==> src/rtl/mini_spi_pkg.sv <==
// Shared definitions for the Mini_SPI slave path: default sizes, the
// frame-state encoding and the bit-counter width helper.
package mini_spi_pkg;

  localparam int unsigned DEF_N           = 8;
  localparam int unsigned DEF_SYNC_STAGES = 2;

  typedef enum logic {
    IDLE   = 1'b0,
    ACTIVE = 1'b1
  } spi_state_e;

  // Width of a counter that walks 0..n-1; never narrower than one bit.
  function automatic int unsigned cnt_width(input int unsigned n);
    return (n <= 2) ? 1 : $clog2(n);
  endfunction

endpackage

==> src/rtl/spi_sync_edge.sv <==
// Multi-stage synchroniser for one asynchronous pin plus registered
// rise/fall strobes. Strobes stay quiet until the chain and the edge
// register hold genuine pin samples, so a pin already sitting at the
// non-idle level when reset releases does not look like a fresh edge.
module spi_sync_edge #(
  parameter int unsigned STAGES  = 2,
  parameter logic        RST_VAL = 1'b0
) (
  input  logic clk,
  input  logic rst_n,
  input  logic din,
  output logic rise,
  output logic fall
);

  logic [STAGES-1:0] sync_q, sync_d;
  logic              prev_q, prev_d;
  logic [STAGES:0]   vld_q, vld_d;
  logic              rise_q, rise_d;
  logic              fall_q, fall_d;

  // Next-state: shift the pin in, remember the last synchronised level, detect edges.
  always_comb begin
    sync_d = {sync_q[STAGES-2:0], din};
    prev_d = sync_q[STAGES-1];
    vld_d  = {vld_q[STAGES-1:0], 1'b1};
    rise_d = vld_q[STAGES] &  sync_q[STAGES-1] & ~prev_q;
    fall_d = vld_q[STAGES] & ~sync_q[STAGES-1] &  prev_q;
  end

  // Register update; the chain resets to the pin's idle level.
  // NOTE: sequential state uses <= so every flop samples pre-edge values;
  // a blocking = here would let later statements see already-updated flops.
  always_ff @(posedge clk) begin
    if (!rst_n) begin
      sync_q <= {STAGES{RST_VAL}};
      prev_q <= RST_VAL;
      vld_q  <= '0;
      rise_q <= 1'b0;
      fall_q <= 1'b0;
    end else begin
      sync_q <= sync_d;
      prev_q <= prev_d;
      vld_q  <= vld_d;
      rise_q <= rise_d;
      fall_q <= fall_d;
    end
  end

  assign rise = rise_q;
  assign fall = fall_q;

endmodule

==> src/rtl/spi_slave_shifter.sv <==
// Mode-0 SPI slave byte engine. SCK, CS_n and MOSI are oversampled in the
// clk domain; MOSI is shifted in on SCK rise (MSB first), MISO is shifted
// out on SCK fall, and tx_data is reloaded at every word boundary so words
// can stream back-to-back inside one chip-select frame.
module spi_slave_shifter
  import mini_spi_pkg::*;
#(
  parameter int unsigned N           = DEF_N,
  parameter int unsigned SYNC_STAGES = DEF_SYNC_STAGES
) (
  input  logic         clk,
  input  logic         rst_n,
  input  logic         spi_sck,
  input  logic         spi_cs_n,
  input  logic         spi_mosi,
  output logic         spi_miso,
  output logic         spi_miso_oe,
  input  logic [N-1:0] tx_data,
  output logic [N-1:0] rx_data,
  output logic         rx_valid,
  output logic         busy,
  output logic         frame_err
);

  localparam int unsigned CNT_W = cnt_width(N);
  localparam logic [CNT_W-1:0] LAST_BIT = CNT_W'(N - 1);

  logic sck_rise, sck_fall;
  logic cs_rise, cs_fall;

  spi_sync_edge #(.STAGES(SYNC_STAGES), .RST_VAL(1'b0)) u_sck_sync (
    .clk   (clk),
    .rst_n (rst_n),
    .din   (spi_sck),
    .rise  (sck_rise),
    .fall  (sck_fall)
  );

  spi_sync_edge #(.STAGES(SYNC_STAGES), .RST_VAL(1'b1)) u_cs_sync (
    .clk   (clk),
    .rst_n (rst_n),
    .din   (spi_cs_n),
    .rise  (cs_rise),
    .fall  (cs_fall)
  );

  logic [SYNC_STAGES-1:0] mosi_sync_q, mosi_sync_d;
  logic                   mosi_sync;

  spi_state_e state_q, state_d;
  logic [CNT_W-1:0] bit_cnt_q, bit_cnt_d;
  logic [N-1:0]     rx_shift_q, rx_shift_d;
  logic [N-1:0]     tx_shift_q, tx_shift_d;
  logic [N-1:0]     rx_data_q, rx_data_d;
  logic             rx_valid_q, rx_valid_d;
  logic             frame_err_q, frame_err_d;
  logic             miso_q, miso_d;

  assign mosi_sync = mosi_sync_q[SYNC_STAGES-1];

  // Frame FSM and shift datapath; CS rise takes priority over any SCK strobe.
  always_comb begin
    // NOTE: every signal gets a default before the case so no path leaves
    // it unassigned; a missing default would infer a latch.
    mosi_sync_d = {mosi_sync_q[SYNC_STAGES-2:0], spi_mosi};
    state_d     = state_q;
    bit_cnt_d   = bit_cnt_q;
    rx_shift_d  = rx_shift_q;
    tx_shift_d  = tx_shift_q;
    rx_data_d   = rx_data_q;
    miso_d      = miso_q;
    rx_valid_d  = 1'b0;
    frame_err_d = 1'b0;

    unique case (state_q)
      IDLE: begin
        if (cs_fall) begin
          state_d    = ACTIVE;
          tx_shift_d = tx_data;
          miso_d     = tx_data[N-1];
          bit_cnt_d  = '0;
        end
      end
      ACTIVE: begin
        if (cs_rise) begin
          state_d     = IDLE;
          frame_err_d = (bit_cnt_q != '0);
          bit_cnt_d   = '0;
          rx_shift_d  = '0;
        end else if (sck_rise) begin
          rx_shift_d = (rx_shift_q << 1) | {{(N-1){1'b0}}, mosi_sync};
          if (bit_cnt_q == LAST_BIT) begin
            bit_cnt_d  = '0;
            rx_data_d  = rx_shift_d;
            rx_valid_d = 1'b1;
          end else begin
            bit_cnt_d = bit_cnt_q + 1'b1;
          end
        end else if (sck_fall) begin
          if (bit_cnt_q == '0) begin
            tx_shift_d = tx_data;
            miso_d     = tx_data[N-1];
          end else begin
            tx_shift_d = tx_shift_q << 1;
            miso_d     = tx_shift_d[N-1];
          end
        end
      end
      default: state_d = IDLE;
    endcase
  end

  // State registers with synchronous active-low reset.
  always_ff @(posedge clk) begin
    if (!rst_n) begin
      mosi_sync_q <= '0;
      state_q     <= IDLE;
      bit_cnt_q   <= '0;
      rx_shift_q  <= '0;
      tx_shift_q  <= '0;
      rx_data_q   <= '0;
      rx_valid_q  <= 1'b0;
      frame_err_q <= 1'b0;
      miso_q      <= 1'b0;
    end else begin
      mosi_sync_q <= mosi_sync_d;
      state_q     <= state_d;
      bit_cnt_q   <= bit_cnt_d;
      rx_shift_q  <= rx_shift_d;
      tx_shift_q  <= tx_shift_d;
      rx_data_q   <= rx_data_d;
      rx_valid_q  <= rx_valid_d;
      frame_err_q <= frame_err_d;
      miso_q      <= miso_d;
    end
  end

  assign spi_miso    = miso_q;
  assign spi_miso_oe = (state_q == ACTIVE);
  assign busy        = (state_q == ACTIVE);
  assign rx_data     = rx_data_q;
  assign rx_valid    = rx_valid_q;
  assign frame_err   = frame_err_q;

endmodule

==> config.mk <==
export PLATFORM = sky130hd
export DESIGN_NAME = spi_slave_shifter
export DESIGN_NICKNAME = d
export VERILOG_FILES = /design/src/rtl/mini_spi_pkg.sv /design/src/rtl/spi_sync_edge.sv /design/src/rtl/spi_slave_shifter.sv
export SDC_FILE = /design/constraint.sdc
export NUM_CORES = 1
export LEC_CHECK = 0
export CORE_UTILIZATION = 40
export CTS_CLUSTER_SIZE = 14
export DETAILED_ROUTE_END_ITERATION = 8
export GPL_TIMING_DRIVEN = 1
export SLEW_MARGIN = 20
export SYNTH_ARGS = -nofsm -noshare
export SYNTH_HDL_FRONTEND = slang
export SYNTH_SLANG_ARGS = --single-unit
==> constraint.sdc <==
create_clock -name clk -period 1.4 [get_ports clk]
set_input_delay 0.14 -clock clk [delete_from_list [all_inputs] [get_ports clk]]
set_output_delay 0.14 -clock clk [all_outputs]
set_load 0.1 [all_outputs]
## After elaboration in Yosys (flattened, before gate mapping)

Cells that the tools add are included.

| cells by class | value |
|---|---|
| equal/unequal tests | 6 |
| reductions and logical operators | 9 |
| add/sub/neg operators | 1 |
| bitwise logic cells | 17 |
| multiplexer cells | 25 |

Operators by type and width:

| kind | count |
|---|---|
| 7-bit two-way mux | 7 |
| 7-bit one-hot mux with 2 select lines | 1 |
| 3-bit two-way mux | 4 |
| 1-bit two-way mux | 10 |
| 1-bit bitwise AND | 8 |
| 1-bit inverter | 8 |
| 8-bit by 1-bit bitwise OR with 8-bit output | 1 |
| 4-bit AND reduction | 2 |
| 3-bit one-hot mux with 2 select lines | 1 |
| 2-bit by 1-bit != test with 1-bit output, second input constant | 2 |
| 2-bit != test, second input constant | 2 |
| 1-bit one-hot mux with 2 select lines | 2 |
| 2-bit AND reduction | 2 |
| 4-bit OR reduction | 1 |
| 3-bit by 1-bit adder with 3-bit output, second input constant | 1 |
| 3-bit equality test, second input constant | 1 |
| 3-bit zero test | 1 |
| 3-bit by 1-bit != test with 1-bit output, second input constant | 1 |
| 3-bit AND reduction | 1 |
| 3-bit nonzero test | 1 |
| 2-bit nonzero test | 1 |

| word-level totals | value |
|---|---|
| word-level logic and storage cells | 79 |
| register bits after elaboration | 47 |

## Depth between registers and ports, before layout

Gate-level depths: netlist of run 1.

| logic depth | value |
|---|---|
| word-level depth | 6 |
| mapped depth | 6 |

## By module

From an unflattened synthesis of run 1, not the netlist that was laid out.

| unflattened totals | value |
|---|---|
| cells, all modules | 173 |
| area total of the unflattened synthesis | 1717.9 µm² |

By module, submodules not included:

| module | area an instance (µm²) | times used | cells an instance |
|---|---|---|---|
| spi_slave_shifter | 1286.2 | 1 | 143 |
| spi_sync_edge at u_sck_sync | 217.7 | 1 | 15 |
| spi_sync_edge at u_cs_sync | 214.0 | 1 | 15 |

## Least setup slack after synthesis of run 1

No wires, ideal clock.

| path | value |
|---|---|
| path kind | register to register |
| from | register state_q (netlist: busy) |
| to | register bit_cnt_q[1] |
| stages on the path, launching flop included | 5 |
| data arrival time | 1.833 ns |
| setup slack | -0.547 ns |
| buffers on the path | 1 |
| data required time | 1.285 ns |
| cells stage by stage | dfxtp_1 -> o21ai_1 -> buf_2 -> and3_1 -> o21a_1 |

| between the ends | value |
|---|---|
| word-level cells in the longest chain between the ends | 3 |
| elaborated cells on any way between the ends | 5 |

Ends and longest elaborated chain:

| element | line | source |
|---|---|---|
| start: declaration | spi_slave_shifter.sv:50 | `spi_state_e state_q, state_d;` |
| start signal: assignment | spi_slave_shifter.sv:127 | `state_q <= state_d;` |
| 1-bit inverter | - |  |
| 2-bit by 1-bit != test with 1-bit output (no source line) | - |  |
| 2-bit AND reduction (no source line) | - |  |
| end signal: assignment | spi_slave_shifter.sv:128 | `bit_cnt_q <= bit_cnt_d;` |
| end: declaration | spi_slave_shifter.sv:51 | `logic [CNT_W-1:0] bit_cnt_q, bit_cnt_d;` |

Several ways; a longest one is shown, not always the timed one.
A chain may end at the register's enable or synchronous reset.

## Worst setup path in the final report of run 1

| path | value |
|---|---|
| from | register bit_cnt_q[0] |
| to | register rx_data_q[3] (netlist: rx_data[3]) |

| between the ends | value |
|---|---|
| word-level cells in the longest chain between the ends | 2 |

Ends and longest elaborated chain:

| element | line | source |
|---|---|---|
| 3-bit equality test | spi_slave_shifter.sv:92 | `if (bit_cnt_q == LAST_BIT) begin` |
| 4-bit AND reduction (no source line) | - |  |
| end signal: assignment | spi_slave_shifter.sv:131 | `rx_data_q <= rx_data_d;` |
| end: declaration | spi_slave_shifter.sv:54 | `logic [N-1:0] rx_data_q, rx_data_d;` |

Every way passes these cells.

==> flow_summary.html, run 1 <==
<table>
<tr><th>Metric</th><th>Value</th></tr>
<tr><th colspan="2">Synthesis</th></tr>
<tr><td>Multiplexer share of the synthesized area</td><td>0%</td></tr>
<tr><td>Compound-gate portion of the synthesized area</td><td>17.1%</td></tr>
<tr><td>Post-synthesis net count</td><td>190</td></tr>
<tr><td>Yosys top cell by area</td><td>sky130_fd_sc_hd__dfxtp_1</td></tr>
<tr><td>Synth Instances</td><td>174</td></tr>
<tr><td>Post-synthesis simple-gate area fraction</td><td>between 20% and 30%</td></tr>
<tr><td>Leading post-synthesis cells by cell area</td><td>sky130_fd_sc_hd__dfxtp_1 (54%), sky130_fd_sc_hd__nand2_1 (4.3%), sky130_fd_sc_hd__a21oi_1 (3.7%), sky130_fd_sc_hd__a22oi_1 (3.2%), sky130_fd_sc_hd__nand3_1 (3.0%)</td></tr>
<tr><td>EDFF count, synth</td><td>0</td></tr>
<tr><td>Distinct cells, synth</td><td>34</td></tr>
<tr><td>Top cells by instance count after synthesis</td><td>sky130_fd_sc_hd__dfxtp_1 (44), sky130_fd_sc_hd__nand2_1 (19), sky130_fd_sc_hd__a21oi_1 (12)</td></tr>
<tr><td>Most numerous cell in the Yosys netlist</td><td>sky130_fd_sc_hd__dfxtp_1</td></tr>
<tr><td>Netlist area before placement</td><td>1640 sq um</td></tr>
<tr><td>Total number of yosys warnings</td><td>0</td></tr>
<tr><td>Ys async rst share</td><td>0%</td></tr>
<tr><td>Flops &amp; latches, synth</td><td>44</td></tr>
<tr><td>Mean area per synthesized cell</td><td>about 9.4 sq um</td></tr>
<tr><td>Area share of the largest cell type after synthesis</td><td>between 50% and 60%</td></tr>
<tr><td>Area share of fa/ha/maj cells after synthesis</td><td>approximately 2.3%</td></tr>
<tr><td>Post-synthesis xor/xnor area fraction</td><td>0%</td></tr>
<tr><td>Largest family of logic cells by synthesized area</td><td>simple AND/OR/NAND/NOR gates</td></tr>
<tr><td>Sequential share of the synthesized area</td><td>between 50% and 60%</td></tr>
<tr><td>Dominant synthesized flop cell</td><td>sky130_fd_sc_hd__dfxtp_1</td></tr>
<tr><th colspan="2">Routing</th></tr>
<tr><td>DRC Markers</td><td>0</td></tr>
<tr><td>Total detailed-routing wirelength</td><td>between 3000 and 4000 microns</td></tr>
<tr><td>Via density per instance</td><td>approximately 5.4</td></tr>
<tr><td>1st-pass router iterations</td><td>4</td></tr>
<tr><td>Iteration-0 DRC count of the detailed router</td><td>between 60 and 70</td></tr>
<tr><td>Total number of vias</td><td>roughly 1,400</td></tr>
<tr><td>Remaining number of nets flagged by the antenna check after routing</td><td>0</td></tr>
<tr><td>Routed length per placed instance</td><td>between 10 and 15 microns</td></tr>
<tr><th colspan="2">STA</th></tr>
<tr><td>Post-Route Skew</td><td>0.00528 ns</td></tr>
<tr><td>Slew of the pin with the lowest slew margin</td><td>0.385 ns</td></tr>
<tr><td>Sum Neg Setup Slack</td><td>0 ns</td></tr>
<tr><td>Fin. max-slew vios</td><td>0</td></tr>
<tr><td>Fmax</td><td>between 700 and 800 MHz</td></tr>
<tr><td>Crit path setup slack, layout</td><td>around 0.074 ns</td></tr>
<tr><td>Setup repair after global routing missed its margin</td><td>yes</td></tr>
<tr><td>Final Hold Violating Endpoints</td><td>0</td></tr>
<tr><td>Relative max-transition margin</td><td>between 70% and 80%</td></tr>
<tr><td>Shortest period the worst path allows</td><td>around 1.3 ns</td></tr>
<tr><td>Post-Route Hold Slack</td><td>around 0.4 ns</td></tr>
<tr><td>Number of setup violations in the final report</td><td>0</td></tr>
<tr><td>Final cycle utilization of the critical path</td><td>~95%</td></tr>
<tr><th colspan="2">Floorplan</th></tr>
<tr><td>Site row count</td><td>22</td></tr>
<tr><td>Chip Width</td><td>approximately 66 microns</td></tr>
<tr><td>Die outline area</td><td>roughly 4400 sq um</td></tr>
<tr><td>Top-level I/O count</td><td>26</td></tr>
<tr><td>Initial core utilization</td><td>between 40% and 50%</td></tr>
<tr><td>Placeable Area</td><td>around 3800 sq um</td></tr>
<tr><td>Chip Height</td><td>66.1 microns</td></tr>
<tr><th colspan="2">Clock network</th></tr>
<tr><td>Clock transition at the registers of the reported paths</td><td>around 0.09 ns</td></tr>
<tr><td>Hold_buf cts</td><td>0</td></tr>
<tr><td>H-tree levels</td><td>2</td></tr>
<tr><td>TritonCTS clock tree</td><td>built</td></tr>
<tr><td>Buffer type at the clock tree root</td><td>sky130_fd_sc_hd__clkbuf_8</td></tr>
<tr><td>Clock buffer count from CTS</td><td>5</td></tr>
<tr><td>Clock Latency Late Sink</td><td>0.29 ns</td></tr>
<tr><td>TritonCTS sink count</td><td>44</td></tr>
<tr><td>Buffer depth of the longest clock path</td><td>2</td></tr>
<tr><th colspan="2">Worst setup path</th></tr>
<tr><td>Setup slack, reg-to-reg</td><td>about 0.074 ns</td></tr>
<tr><td>Buffers &amp; Inverters on Critical Path</td><td>0</td></tr>
<tr><td>Startpoint of the worst-slack reg-to-reg timing path</td><td>bit_cnt_q[0]</td></tr>
<tr><td>Cell type of the slowest stage on the worst timing path</td><td>sky130_fd_sc_hd__dfxtp_2</td></tr>
<tr><td>Delay of the slowest cell on the worst path</td><td>between 0.3 and 0.4 ns</td></tr>
<tr><td>Type of the worst setup path</td><td>flop to flop</td></tr>
<tr><td>Critical register-to-register path endpoint</td><td>rx_data[3]</td></tr>
<tr><td>Depth of the worst register-to-register path</td><td>5</td></tr>
<tr><td>Sort of element at the end of the critical path</td><td>flop</td></tr>
<tr><td>Crit path required time</td><td>~1.6 ns</td></tr>
<tr><td>Type of origin of the critical path</td><td>flop</td></tr>
<tr><td>Worst path cell trace</td><td>ha_2, ha_4, nand4b_2, nand2_1, a21oi_2</td></tr>
<tr><td>Cell family contributing the most delay on the critical path</td><td>simple AND/OR/NAND/NOR gates</td></tr>
<tr><td>CP arrival</td><td>between 1.5 and 2 ns</td></tr>
<tr><td>Maximum fanout along the worst path</td><td>9</td></tr>
<tr><th colspan="2">Final layout</th></tr>
<tr><td>Ant. Diodes</td><td>0</td></tr>
<tr><td>Syn-to-layout area delta</td><td>36.6%</td></tr>
<tr><td>Fraction of final layout cells with drive strength greater than 1</td><td>roughly a fifth</td></tr>
<tr><td>Number of non-filler instances in the completed layout</td><td>250</td></tr>
<tr><td>Total Nets Final</td><td>roughly 220</td></tr>
<tr><td>Final cell utilization of the core</td><td>59.1%</td></tr>
<tr><th colspan="2">Global route</th></tr>
<tr><td>GRT busiest layer</td><td>met2</td></tr>
<tr><td>GR Overflow Total</td><td>0</td></tr>
<tr><td>Met2 usage in global routing</td><td>between 20% and 30%</td></tr>
<tr><td>Global routing usage on met1</td><td>roughly a fifth</td></tr>
<tr><td>Number of global-route vias before repair</td><td>~1,300</td></tr>
<tr><td>All-Layer GR Usage</td><td>roughly 17%</td></tr>
<tr><td>GRT met3 Usage</td><td>under 10%</td></tr>
<tr><td>Pin count of the biggest net entering global routing</td><td>17</td></tr>
<tr><td>Wire length of the first global-routing pass</td><td>roughly 5600 microns</td></tr>
<tr><td>Antenna violations before repair</td><td>0</td></tr>
<tr><th colspan="2">Status</th></tr>
<tr><td>Result of the run</td><td>completed</td></tr>
<tr><th colspan="2">Placed design</th></tr>
<tr><td>DP HPWL</td><td>2310 microns</td></tr>
<tr><td>Count of port buffers added during placement</td><td>25</td></tr>
<tr><td>Total instance count after detailed placement</td><td>roughly 240</td></tr>
<tr><td>Gp weighted congestion</td><td>about 0.75</td></tr>
<tr><td>Place WS</td><td>-0.0750 ns</td></tr>
<tr><th colspan="2">Job</th></tr>
<tr><td>Count of max-cap constraint violations</td><td>0</td></tr>
<tr><th colspan="2">Power</th></tr>
<tr><td>Max rail drop VDD</td><td>a little over 0.0007 V</td></tr>
<tr><td>Cell leakage power</td><td>roughly 0.83 nW</td></tr>
<tr><td>Power per Cell Area</td><td>between 1000 and 1500 nW/um^2</td></tr>
<tr><th colspan="2">Min path</th></tr>
<tr><td>Hold Path Cell Cnt</td><td>2</td></tr>
<tr><td>Worst Hold Path EP</td><td>u_cs_sync.sync_q[0]</td></tr>
<tr><td>Hold wc startpoint</td><td>spi_cs_n</td></tr>
<tr><td>Type of the worst min-delay path</td><td>input port to flop</td></tr>
</table>
## per-stage QoR
stage               total power, W  area [sq um]
detailed placement         0.00139          2090
global placement           0.00139          2090
global route               0.00243          2240
CTS                        0.00236          2210
finish                     0.00235          2240
floorplan                  0.00134          1650
## cells in the final DEF, fill, tap and decap left out, types with 3 or more instances in the layout
master / Yosys / final
sky130_fd_sc_hd__a21oi_1: 12 / 11
sky130_fd_sc_hd__a22oi_1: 7 / 7
sky130_fd_sc_hd__a31oi_1: 6 / 6
sky130_fd_sc_hd__and2_1: 7 / 7
sky130_fd_sc_hd__buf_12: 0 / 14
sky130_fd_sc_hd__buf_4: 1 / 7
sky130_fd_sc_hd__clkbuf_8: 0 / 5
sky130_fd_sc_hd__clkdlybuf4s50_1: 0 / 12
sky130_fd_sc_hd__dfxtp_1: 44 / 40
sky130_fd_sc_hd__dfxtp_2: 0 / 3
sky130_fd_sc_hd__inv_1: 4 / 4
sky130_fd_sc_hd__nand2_1: 19 / 18
sky130_fd_sc_hd__nand2b_1: 6 / 6
sky130_fd_sc_hd__nand3_1: 10 / 10
sky130_fd_sc_hd__nor2_1: 8 / 8
sky130_fd_sc_hd__nor3b_1: 4 / 4
sky130_fd_sc_hd__o21ai_0: 7 / 7
sky130_fd_sc_hd__o31ai_1: 6 / 6
## routing by layer
layer | share of wire (%) | wire [microns]
met5 | 0 | 0
met4 | 1.9 | 66
met3 | 4.1 | 142
met1 | 45 | 1560
met2 | 49 | 1680
## worst max-delay path by stage
stage	depth (start not counted)	start	end	slack (ns)
after global routing	5	bit_cnt_q[0]	tx_shift_q[5]	0.008
final	5	bit_cnt_q[0]	rx_data[3]	0.07
after global placement	5	bit_cnt_q[0]	rx_data[0]	0.04
after CTS	5	bit_cnt_q[1]	rx_data[3]	0.003
after floorplan	4	busy	bit_cnt_q[1]	0.06
after detailed placement	5	bit_cnt_q[0]	rx_data[1]	-0.08
## timing repair
item,in CTS,in global routing
endpoints found under the setup margin,8,11
pin swaps,0,1
resized for setup,4,7
buffers inserted,0,1
## logic make-up after synthesis
group,Yosys count
AND/OR/NAND/NOR,65
buffers and inverters,18
adder cells (fa/ha/maj),3
flip-flops,44
AO/OA/AOI/OAI,44
## power breakdown
group | internal (W) | leakage, nW | switching (W)
Clock | 0.000537 | 0.0583 | 0.000452
Combinational | 0.0000531 | 0.416 | 0.0000373
Sequential | 0.00126 | 0.359 | 0.00000631
## worst reg2reg max path, stage by stage (launching register included)
cell,delay (ns)
sky130_fd_sc_hd__dfxtp_2,0.35
sky130_fd_sc_hd__ha_2,0.19
sky130_fd_sc_hd__ha_4,0.16
sky130_fd_sc_hd__nand4b_2,0.27
sky130_fd_sc_hd__nand2_1,0.18
sky130_fd_sc_hd__a21oi_2,0.07
## registers in the layout (all words and copies together) (netlist names), 2 cells and up
| register | count |
|---|---|
| u_sck_sync.vld_q | 3 |
| bit_cnt_q | 3 |
| rx_data | 8 |
| rx_shift_q | 7 |
| mosi_sync_q | 2 |
| tx_shift_q | 7 |
| u_cs_sync.sync_q | 2 |
| u_sck_sync.sync_q | 2 |
## final cells by class
class	instances	area, sq um
sequential	44	888
timing repair buffer	33	453
fill	336	1560
clock buffer	5	68.8
inverter	5	18.8
multi-input combinational	112	707
clock inverter	3	47.5
tap	48	60.1
(Power assumes the default switching activity.)
==> run 2: changes to the inputs <==
--- a/config.mk
+++ b/config.mk
@@ -9,6 +9,7 @@
 export CTS_CLUSTER_SIZE = 14
 export DETAILED_ROUTE_END_ITERATION = 8
 export GPL_TIMING_DRIVEN = 1
+export RECOVER_POWER = 25
 export SLEW_MARGIN = 20
 export SYNTH_ARGS = -nofsm -noshare
 export SYNTH_HDL_FRONTEND = slang
==> constraint.sdc (replaced) <==
create_clock -name clk -period 1.2 [get_ports clk]
set_input_delay 0.12 -clock clk [delete_from_list [all_inputs] [get_ports clk]]
set_output_delay 0.12 -clock clk [all_outputs]
set_load 0.1 [all_outputs]
==> run 2 against run 1 <==
Against the previous run:
- the run now ends with negative setup slack left
- cell count rose by 5.2%
- die area did not move
- highest routed layer unchanged
- register-to-register slack got worse by 0.17 ns
- largest power group unchanged
- worst setup slack got worse by 0.17 ns
- largest cell class unchanged
- power rose by 9.7%
- core utilization rose by 7.0 points
- combinational power rose by 25%
- global-route usage rose by 2.2 points
- final area rose by 12%
- non-clock buffer count rose by 12
==> flow_summary.html, run 2 (synthesis gave the netlist of run 1 again) <==
<table>
<tr><th>Metric</th><th>Value</th></tr>
<tr><th colspan="2">Status</th></tr>
<tr><td>Result of the run</td><td>finished, violations left</td></tr>
<tr><td>Violations in the final reports</td><td>negative setup slack</td></tr>
<tr><th colspan="2">Worst setup path</th></tr>
<tr><td>Sort of element at the end of the critical path</td><td>flop</td></tr>
<tr><td>Crit path required time</td><td>around 1.4 ns</td></tr>
<tr><td>Maximum fanout along the worst path</td><td>10</td></tr>
<tr><td>CP arrival</td><td>around 1.5 ns</td></tr>
<tr><td>Startpoint of the worst-slack reg-to-reg timing path</td><td>busy</td></tr>
<tr><td>Critical register-to-register path endpoint</td><td>bit_cnt_q[0]</td></tr>
<tr><td>Critical path startpoint</td><td>busy</td></tr>
<tr><td>Setup slack, reg-to-reg</td><td>-0.10 ns</td></tr>
<tr><td>Type of the worst setup path</td><td>flop to flop</td></tr>
<tr><td>Depth of the worst register-to-register path</td><td>4</td></tr>
<tr><td>Type of origin of the critical path</td><td>flop</td></tr>
<tr><th colspan="2">Floorplan</th></tr>
<tr><td>Top-level I/O count</td><td>26</td></tr>
<tr><td>Chip Width</td><td>approximately 66 microns</td></tr>
<tr><td>Site row count</td><td>22</td></tr>
<tr><td>Placeable Area</td><td>around 3800 sq um</td></tr>
<tr><td>Chip Height</td><td>between 60 and 70 microns</td></tr>
<tr><td>Die outline area</td><td>between 4000 and 5000 sq um</td></tr>
<tr><td>Initial core utilization</td><td>43.2%</td></tr>
<tr><th colspan="2">Routing</th></tr>
<tr><td>Iteration-0 DRC count of the detailed router</td><td>96</td></tr>
<tr><td>DRC Markers</td><td>0</td></tr>
<tr><td>1st-pass router iterations</td><td>5</td></tr>
<tr><td>Remaining number of nets flagged by the antenna check after routing</td><td>0</td></tr>
<tr><td>Total number of vias</td><td>roughly 1,400</td></tr>
<tr><td>Routed length per placed instance</td><td>15.9 microns</td></tr>
<tr><td>Via density per instance</td><td>~5.4</td></tr>
<tr><td>Total detailed-routing wirelength</td><td>4170 microns</td></tr>
<tr><th colspan="2">Min path</th></tr>
<tr><td>Hold Path Cell Cnt</td><td>2</td></tr>
<tr><td>Hold wc startpoint</td><td>spi_cs_n</td></tr>
<tr><td>Type of the worst min-delay path</td><td>input port to flop</td></tr>
<tr><td>Worst Hold Path EP</td><td>u_cs_sync.sync_q[0]</td></tr>
<tr><th colspan="2">Power</th></tr>
<tr><td>Max rail drop VDD</td><td>approximately 0.0007 V</td></tr>
<tr><td>Switching component of the power</td><td>0.000574 W</td></tr>
<tr><td>Total power consumption of the routed design</td><td>between 0.002 and 0.003 W</td></tr>
<tr><td>Combinational Power Share</td><td>about 4.4%</td></tr>
<tr><td>Clock power frac</td><td>38.1%</td></tr>
<tr><td>Sequential group share of total power</td><td>a little under three fifths</td></tr>
<tr><td>Internal power</td><td>about 0.002 W</td></tr>
<tr><td>Power per Cell Area</td><td>just over 1000 nW/um^2</td></tr>
<tr><td>Switching share of total power</td><td>roughly 22%</td></tr>
<tr><td>Cell leakage power</td><td>around 0.96 nW</td></tr>
<tr><th colspan="2">Clock network</th></tr>
<tr><td>Buffer depth of the longest clock path</td><td>2</td></tr>
<tr><td>TritonCTS clock tree</td><td>built</td></tr>
<tr><td>H-tree levels</td><td>2</td></tr>
<tr><td>Buffer type at the clock tree root</td><td>sky130_fd_sc_hd__clkbuf_8</td></tr>
<tr><td>Clock buffer count from CTS</td><td>5</td></tr>
<tr><td>TritonCTS sink count</td><td>44</td></tr>
<tr><td>Clock Latency Late Sink</td><td>~0.30 ns</td></tr>
<tr><td>Clock transition at the registers of the reported paths</td><td>0.08 ns</td></tr>
<tr><th colspan="2">Placed design</th></tr>
<tr><td>DP HPWL</td><td>2550 microns</td></tr>
<tr><td>Count of port buffers added during placement</td><td>25</td></tr>
<tr><td>Total instance count after detailed placement</td><td>about 250</td></tr>
<tr><td>Gp weighted congestion</td><td>about 0.77</td></tr>
<tr><td>Place WS</td><td>-0.231 ns</td></tr>
<tr><th colspan="2">Final layout</th></tr>
<tr><td>Number of fill cells in the layout</td><td>around 300</td></tr>
<tr><td>Total Nets Final</td><td>230</td></tr>
<tr><td>Number of non-filler instances in the completed layout</td><td>about 260</td></tr>
<tr><td>Most common cell after layout, fill and taps aside</td><td>sky130_fd_sc_hd__dfxtp_1</td></tr>
<tr><td>Fraction of final layout cells with drive strength greater than 1</td><td>around 37%</td></tr>
<tr><td>Commonest cells after routing, fill and taps aside</td><td>sky130_fd_sc_hd__dfxtp_1 (37), sky130_fd_sc_hd__buf_12 (14), sky130_fd_sc_hd__buf_4 (14)</td></tr>
<tr><td>Ant. Diodes</td><td>0</td></tr>
<tr><td>Max FFs per register</td><td>8</td></tr>
<tr><td>Syn-to-layout area delta</td><td>52.7%</td></tr>
<tr><th colspan="2">Global route</th></tr>
<tr><td>Pin count of the biggest net entering global routing</td><td>18</td></tr>
<tr><td>GR Overflow Total</td><td>0</td></tr>
<tr><td>All-Layer GR Usage</td><td>between 10% and 20%</td></tr>
<tr><td>Wire length of the first global-routing pass</td><td>~6300 microns</td></tr>
<tr><td>Antenna violations before repair</td><td>0</td></tr>
<tr><td>Number of global-route vias before repair</td><td>between 1,000 and 1,500</td></tr>
<tr><th colspan="2">STA</th></tr>
<tr><td>Crit path setup slack, layout</td><td>-0.100 ns</td></tr>
<tr><td>Final cycle utilization of the critical path</td><td>108%</td></tr>
<tr><td>Shortest period the worst path allows</td><td>1.30 ns</td></tr>
<tr><td>Fin. max-slew vios</td><td>0</td></tr>
<tr><td>Setup repair after global routing missed its margin</td><td>yes</td></tr>
<tr><td>Fmax</td><td>~770 MHz</td></tr>
<tr><td>Final Hold Violating Endpoints</td><td>0</td></tr>
<tr><td>Number of setup violations in the final report</td><td>15</td></tr>
<tr><td>Post-Route Skew</td><td>approximately 0.0071 ns</td></tr>
<tr><td>Slew of the pin with the lowest slew margin</td><td>~0.34 ns</td></tr>
<tr><td>Relative max-transition margin</td><td>roughly 77%</td></tr>
<tr><th colspan="2">Job</th></tr>
<tr><td>Count of max-cap constraint violations</td><td>0</td></tr>
</table>
## run 2: cell types whose count changed in the layout (fill, tap and decap cells not counted), sizes merged
cell / change
buf: +11
bufinv: -1
clkbuf: +2
clkdlybuf4s50: -1
clkinv: -2
clkinvlp: +2
dlygate4sd3: +1
nand4b: +1
## run 2: how the worst max path moves through the flow
stage                    to  depth (start not counted)
2_1_floorplan  bit_cnt_q[0]                          4
3_3_place_gp     rx_data[7]                          5
3_5_place_dp     rx_data[6]                          5
4_1_cts        bit_cnt_q[1]                          5
5_1_grt        bit_cnt_q[0]                          4
6_report       bit_cnt_q[0]                          4
## run 2: stage by stage
step | TNS [ns] | hold slack [ns] | area, sq um | util, %
2_1_floorplan | -0.649 | 0.148 | 1710 | -
3_3_place_gp | -1.49 | 0.389 | 2180 | 57.4
3_5_place_dp | -2.57 | 0.397 | 2180 | 57.4
4_1_cts | -0.618 | 0.365 | 2350 | 61.9
5_1_grt | -1.41 | 0.391 | 2510 | 66.0
6_report | -0.595 | 0.374 | 2510 | 66.0
## run 2: cell type report
cell class	count	area, sq um	area share (%)
Clock buffer	6	82.6	3.29
Clock inverter	2	15.0	0.599
Inverter	5	21.3	0.848
Multi-Input combinational cell	113	880	35.1
Sequential cell	44	892	35.6
Tap cell	48	60.1	2.39
Timing Repair Buffer	45	558	22.2
## run 2: power groups by stage
stage	combinational, W	clock, W	sequential (W)
detailed placement	0.000106	0	0.00152
floorplan	0.0000424	0	0.00152
finish	0.000113	0.000983	0.00148
global placement	0.000104	0	0.00152
CTS	0.000110	0.00101	0.00148
global route	0.000122	0.00108	0.00149
## run 2: worst max-delay path, cell delays in order (launching register included)
cell,delay (ns)
sky130_fd_sc_hd__dfxtp_4,0.45
sky130_fd_sc_hd__buf_4,0.16
sky130_fd_sc_hd__nand2b_1,0.13
sky130_fd_sc_hd__a2111o_1,0.34
sky130_fd_sc_hd__a21oi_2,0.14
## run 2: per-layer routing
layer,share of wire (%),global-route usage (%),routed length [microns]
met1,44,23.3,1820
met2,50,31.9,2070
met3,4.7,5.69,198
met4,2.1,7.98,89
met5,0,0,0
## run 2: what timing repair did
action / 4_1_cts / 5_1_grt
pin swaps: 11 / 13
setup endpoints to repair: 21 / 24
cloned: 0 / 1
hold buffers: 0 / 0
setup buffers: 1 / 4
resized for setup: 26 / 25
